File: config.mk
export PLATFORM = sky130hd
export DESIGN_NAME = data_buffer
export DESIGN_NICKNAME = d
export VERILOG_FILES = /design/src/rtl/usb_buffer_pkg.sv /design/src/rtl/buffer_pointer.sv /design/src/rtl/data_buffer.sv
export SDC_FILE = /design/constraint.sdc
export NUM_CORES = 1
export LEC_CHECK = 0
export BUFFER_PORTS_ARGS = -buffer_cell sky130_fd_sc_hd__buf_4
export CAP_MARGIN = 20
export CORE_MARGIN = 4
export CORE_UTILIZATION = 45
export DETAILED_ROUTE_END_ITERATION = 8
export PLACE_DENSITY = 0.64
export SYNTH_ARGS = -nofsm -noshare
export SYNTH_HDL_FRONTEND = slang
export SYNTH_HIERARCHICAL = 1
export SYNTH_SLANG_ARGS = --single-unit
export TNS_END_PERCENT = 1
File: constraint.sdc
create_clock -name clk -period 3.3 [get_ports clk]
set_input_delay 0.825 -clock clk [delete_from_list [all_inputs] [get_ports clk]]
set_output_delay 0.825 -clock clk [all_outputs]
set_load 0.01 [all_outputs]
File: src/rtl/usb_buffer_pkg.sv
// Shared sizing and byte type for the USB endpoint data buffer.
package usb_buffer_pkg;

  localparam int DEPTH  = 64;
  localparam int ADDR_W = $clog2(DEPTH);
  localparam int OCC_W  = ADDR_W + 1;

  typedef logic [7:0] byte_t;

endpackage : usb_buffer_pkg

File: src/rtl/buffer_pointer.sv
// Wrapping ADDR_W-bit index counter with synchronous reset, clear and increment-enable.
module buffer_pointer
  import usb_buffer_pkg::*;
(
  input  logic              clk,
  input  logic              rst,
  input  logic              clear,
  input  logic              inc,
  output logic [ADDR_W-1:0] ptr
);

  // NOTE: sequential state is always assigned with <= so every flop samples pre-edge values.
  always_ff @(posedge clk) begin
    if (rst || clear) begin
      ptr <= '0;
    end else if (inc) begin
      ptr <= ptr + ADDR_W'(1);  // natural wrap DEPTH-1 -> 0 since DEPTH is a power of two
    end
  end

endmodule : buffer_pointer

File: src/rtl/data_buffer.sv
// Shared 64-byte show-ahead FIFO between the AHB register stage and the USB RX/TX path.
module data_buffer
  import usb_buffer_pkg::*;
(
  input  logic             clk,
  input  logic             rst,
  input  logic             clear,
  input  logic             store_tx_data,
  input  byte_t            tx_data,
  input  logic             get_rx_data,
  output byte_t            rx_data,
  input  logic             store_rx_packet_data,
  input  byte_t            rx_packet_data,
  input  logic             get_tx_packet_data,
  output byte_t            tx_packet_data,
  output logic [OCC_W-1:0] buffer_occupancy,
  output logic             buffer_error
);

  byte_t              mem [DEPTH];
  logic [ADDR_W-1:0]  wr_ptr;
  logic [ADDR_W-1:0]  rd_ptr;
  logic [OCC_W-1:0]   occupancy;
  logic               error_q;

  logic  push_req, pop_req, full, empty;
  logic  do_push, do_pop, error_next;
  byte_t wr_byte, head;

  // NOTE: every signal written in always_comb gets a default first so no latch is inferred.
  always_comb begin
    push_req   = store_tx_data | store_rx_packet_data;
    pop_req    = get_rx_data | get_tx_packet_data;
    full       = (occupancy == OCC_W'(DEPTH));
    empty      = (occupancy == '0);
    wr_byte    = store_tx_data ? tx_data : rx_packet_data;
    // A full buffer accepts a push only when a pop frees the head slot in the same cycle.
    do_push    = push_req & (~full | pop_req);
    do_pop     = pop_req & ~empty;
    error_next = (store_tx_data & store_rx_packet_data)
               | (push_req & full & ~pop_req)
               | (pop_req & empty);
    head       = empty ? 8'h00 : mem[rd_ptr];
  end

  buffer_pointer u_wr_ptr (
    .clk   (clk),
    .rst   (rst),
    .clear (clear),
    .inc   (do_push),
    .ptr   (wr_ptr)
  );

  buffer_pointer u_rd_ptr (
    .clk   (clk),
    .rst   (rst),
    .clear (clear),
    .inc   (do_pop),
    .ptr   (rd_ptr)
  );

  always_ff @(posedge clk) begin
    if (rst || clear) begin
      occupancy <= '0;
      error_q   <= 1'b0;
    end else begin
      error_q <= error_next;
      unique case ({do_push, do_pop})
        2'b10:   occupancy <= occupancy + OCC_W'(1);
        2'b01:   occupancy <= occupancy - OCC_W'(1);
        default: occupancy <= occupancy;
      endcase
    end
  end

  // NOTE: the storage array is deliberately not reset; occupancy alone decides which entries are valid.
  always_ff @(posedge clk) begin
    if (!rst && !clear && do_push) begin
      mem[wr_ptr] <= wr_byte;
    end
  end

  assign rx_data          = head;
  assign tx_packet_data   = head;
  assign buffer_occupancy = occupancy;
  assign buffer_error     = error_q;

endmodule : data_buffer

# Word-level counts from Yosys, hierarchy flattened
# Memories as Yosys holds them, arrays and structs flattened. A register that Yosys moved wholly into a read port is not among the register bits.
# Index checks and enable logic that the tools add are counted.
# word_totals
register_bits	20
wordCells	40
ram_bits	512
inputBits	23
n_memories	1
output_inout_bits	24
# mem_list
memory	words	word_bits	rd	rd_ports_with_merged_regs	wr	line_no	source
mem	64	8	1	1	1	data_buffer.sv:20	byte_t mem [DEPTH];
# op_classes
n_reduce_logical	7
bitwise_logic	14
muxes	7
n_addsub	4
eq_ne	3
# op_table
cell	n
$mux 8	2
$pmux 7 s2	1
$add 6x1->6 const B	2
$mux 6	2
$add 7x1->7 const B	1
$eq 7x7->1 const B	1
$logic_not 7->1	1
$sub 7x1->7 const B	1
$and 1x1->1	6
$or 1x1->1	5
$not 1->1	3
$eq 2x1->1 const B	1
$eq 2x2->1 const B	1
$logic_and 1x1->1	2
$logic_not 1->1	2
$mux 1	2
$reduce_bool 2->1	1
$logic_or 1x1->1	1

# Logic depth before layout (Yosys ltp)
# depth
ltp_word	7
ltp_mapped	10
ltp_nobuf	10

# By module
# The synthesis kept the hierarchy.
# modules_own_cells
module	area_per_inst_um2	seq_area_each_um2	instances	cells_per_inst
data_buffer	20617.3	15534.9	1	1003
buffer_pointer	249.0	120.1	2	26

# Worst setup path before layout
# OpenSTA, ideal clock, no wires.
# synth_path
path_kind	input port to flip-flop
start	input store_tx_data
end	register occupancy[6] (netlist: buffer_occupancy[6])
setup_time_ns	0.071
required_time_ns	3.229
path_buffers	1
stages	10
slack_ns	0.373
arrival_time_ns	2.856
cell_sequence	buf_2 nor2_1 a41o_1 ha_1 fa_1 a21o_1 a21oi_1 o21ai_0 a31o_2 a21oi_1
# synth_via
elab_chain_cells	4
word_cells_on_any_way	6
cone_classes	2 x eq/ne; 1 x mux; 2 x bitwise; 1 x reduce/logical
# synth_rtl
item	line_no	source
from (decl)	data_buffer.sv:8	input logic store_tx_data,
$or 1x1->1 (*)	data_buffer.sv:32	push_req = store_tx_data | store_rx_packet_data;
$and 1x1->1 (*)	data_buffer.sv:38	do_push = push_req & (~full | pop_req);
$eq 2x1->1 / $eq 2x2->1 (equally long branches)	data_buffer.sv:68	unique case ({do_push, do_pop})
$pmux 7 s2 / $reduce_bool 2->1 (equally long branches)	-	
to (signal assigned)	data_buffer.sv:69	2'b10: occupancy <= occupancy + OCC_W'(1);
to (signal assigned)	data_buffer.sv:70	2'b01: occupancy <= occupancy - OCC_W'(1);
to (signal assigned)	data_buffer.sv:71	default: occupancy <= occupancy;
to (decl)	data_buffer.sv:23	logic [OCC_W-1:0] occupancy;
# Mark *: on every way between the ends. The rest lies on a longest branch, timed or not.
# A chain may end at the register's enable or synchronous reset.

==> impl_results.md <==
* Status: finished with violations
* Failing checks: setup timing
* DR vias at 11.1k
* Seq/Total Area, Yosys at roughly three quarters
* Met1 GRT Util at 28.7%
* Worst Hold Slack at roughly 510 ps
* Clock Latency Late Sink at 580 ps
* Commonest cells post-synth: edfxtp_1, mux4_2, nor2_1
* IO Pins at between 40 and 50
* Setup crit end: rx_data[1]
* Final min period at 3630 ps
* Yosys reg bits at ~530
* Worst Path Required at 2470 ps
* Gr busiest metal: met2
* CP endpoint kind: primary output
* Critical R2R Launch: buffer_occupancy[2]
* Async set-reset flop share out of synthesis at 0%
* GR Util met3 at roughly 4.3%
* Reg2reg path depth at 10
* Power per cell area at ~560 mW/mm^2
* Final hold violations at 0
* Max Cap Viol at 0
* Initial Utilization at between 40% and 50%
* Top cells by area, synth: edfxtp_1, mux4_2, dfxtp_1
* Clock root buffer: clkbuf_16
* Rel. slew slack at 34.2%
* DP HPWL at between 30000 and 40000 um
* Max IR drop VDD at 0.000446 V
* Final Util at 54.6%
* DRC at 0
* Leak pwr at between 8 and 9 nW
* Synth Area per Inst at 20.0 um^2
* Total track usage at roughly 21%
* Mapped Nets at 1087
* F_max at approximately 280 MHz
* Cell count after synthesis at about 1.1k
* Final nets at 1277
* Hold-fix buffers, CTS at 0
* R2R Setup Slk at around 500 ps
* Power, Total at ~14 mW
* Die ar. at roughly 0.05 mm^2
* WL per Instance at ~28 um
* Met2 usage at around 34%
* GR Overflow Total at 0
* Largest net degree at the start of global routing at 65
* Final worst setup slack at -328 ps
* Clock sinks at 532
* CTS tree: built
* DR pass1 iterations at 5
* Hold Path Class: input pin to flip-flop
* Antenna Nets Post-Route at 0
* First-pass GRT wire length at between 70000 and 80000 um
* Initial detailed-routing violation count at approximately 1.1k
* Avg Vias per Cell at 5.86
* Chip Width at 225 um
* Cell with the most instances after synthesis: edfxtp_1
* IO Port Bufs at 46
* Yosys warning total at 6
* Share of layout cells above drive strength 1 at ~37%
* Skew final at approximately 11 ps
* Area of the mapped netlist at about 0.021 mm^2
* Post-synthesis cell type count at 57
* Total wire length at about 52000 um
* FF/Latch Area at about 0.016 mm^2
* CTS max path bufs at 3
* Setup Crit Path Kind: flip-flop to primary output
* Worst setup SP type: flip-flop
* RSZ-0062 raised after global routing: true
* Initial antenna violation count at 1
* Synth Flop Type: edfxtp_1
* Row count at approximately 80
* EDFF count, synth at 512
* Num CTS Buffers at 52
* Die height at about 220 um
* Tcrit/Tclk final at 110%
* DP Worst Slack at ~76 ps
* RR Endpoint: buffer_occupancy[6]
* Post-synth top area share at between 70% and 80%
* Routability Congestion at between 0.8 and 0.9
* Yosys top cell by area: edfxtp_1
* Total core area at between 0.04 and 0.05 mm^2
* Fill cells at ~3.5k
* Vias in the first global route at roughly 11k
* Endpoints failing setup at 16
* Slew Limit Fails at 0
* Worst slew pin tran at a little under 1000 ps
* Worst Path Arrival at approximately 2800 ps
* CP max FO at 8
* Critical Path Start: u_rd_ptr/ptr[0]
* Worst-path clk slew at approximately 60 ps
* H-tree levels at 2
* Synthesis-to-layout area growth at 20.1%
* Area of the multi-input gates at between 0.005 and 0.006 mm^2
-- cells by family (layout without fill, tap and decap cells) --
logic type               count (synthesis)  count (layout)  synth area share [%]
AO/OA/AOI/OAI                          101             101                  3.34
XOR/XNOR                                12              12                 0.498
adder cells (fa/ha/maj)                  9               9                 0.569
buffers and inverters                   66             295                  1.87
flip-flops                             532             532                  74.7
multiplexers                           149             149                  14.7
other                                    0               1                     0
AND/OR/NAND/NOR                        186             186                  4.32
-- state kept, by name, summed over array words and instances (netlist names) --
signal and flops:
buffer_error 1, u_wr_ptr/ptr 6, buffer_occupancy 7, u_rd_ptr/ptr 6, mem 512
-- cell usage in the layout, fill, tap and decap left out, types with 5 or more instances in the layout --
cell type and instances:
o22ai_1 11, o22ai_2 7, buf_6 8, clkbuf_16 55, clkinv_2 5, buf_4 160
nor3_1 11, or3_1 5, nor2b_1 8, a21oi_1 8, nand2_1 18, a21oi_2 9
ha_1 8, a22oi_1 8, clkbuf_1 6, clkinv_1 16, nand3_1 5, buf_16 5
mux4_2 128, edfxtp_1 512, buf_12 21, a22oi_2 10, or2_2 7, a221oi_2 5
mux2i_1 10, nand2b_1 9, nand3b_1 6, nor2_1 92, mux2_2 8, dfxtp_1 16
xor2_1 8
-- where the power goes --
group          total, mW  switching (mW)  internal [mW]
Sequential          7.47          0.0117           7.46
Clock               5.71            2.43           3.28
Combinational       1.05           0.577          0.476
Total               14.2            3.01           11.2
-- how the worst min path moves through the flow --
stage                         start         endpoint  slack (ps)  cells past startpoint
2_1_floorplan       u_wr_ptr/ptr[5]  u_wr_ptr/ptr[5]         460                      2
4_1_cts        store_rx_packet_data     buffer_error         490                      3
5_1_grt        store_rx_packet_data     buffer_error         520                      3
3_3_place_gp        u_rd_ptr/ptr[5]  u_rd_ptr/ptr[5]         510                      2
3_5_place_dp        u_rd_ptr/ptr[5]  u_rd_ptr/ptr[5]         520                      2
6_report       store_rx_packet_data     buffer_error         510                      3
-- metal layers --
layer	wire [um]	up-vias
met5	0	-
met4	1610	0
met3	4050	85
met2	25900	436
met1	20600	5827
li1	-	4736
-- critical path, stage by stage, from the launching register on --
cell	delay [ps]
dfxtp_4	380
buf_12	170
buf_12	150
mux4_2	560
a22oi_1	250
a21oi_1	140
a211o_1	370
buf_4	180
-- through the flow --
step                std cells  TNS (ps)  instance area [um^2]
finish                   1892     -4360                 25400
global route             1891     -5660                 25400
CTS                      1891     -4710                 25300
detailed placement       1779         0                 23000
global placement         1779         0                 23000
floorplan                1055         0                 21100
-- area by class of cell --
cell class / instances / area share, %
antenna: 1 / 0.00987
inverter: 4 / 0.0592
tap: 607 / 2.99
clock buffer: 61 / 5.43
sequential: 532 / 62.2
multi-input combinational: 457 / 20.5
timing repair buffer: 198 / 7.74
clock inverter: 32 / 1.04
-- timing repair --
action	CTS	global route
gates resized for setup	61	15
buffers inserted	14	1
pin swaps	15	9
gates cloned	7	2
endpoints found under the setup margin	16	16
Power figures use the tool's default switching activity.
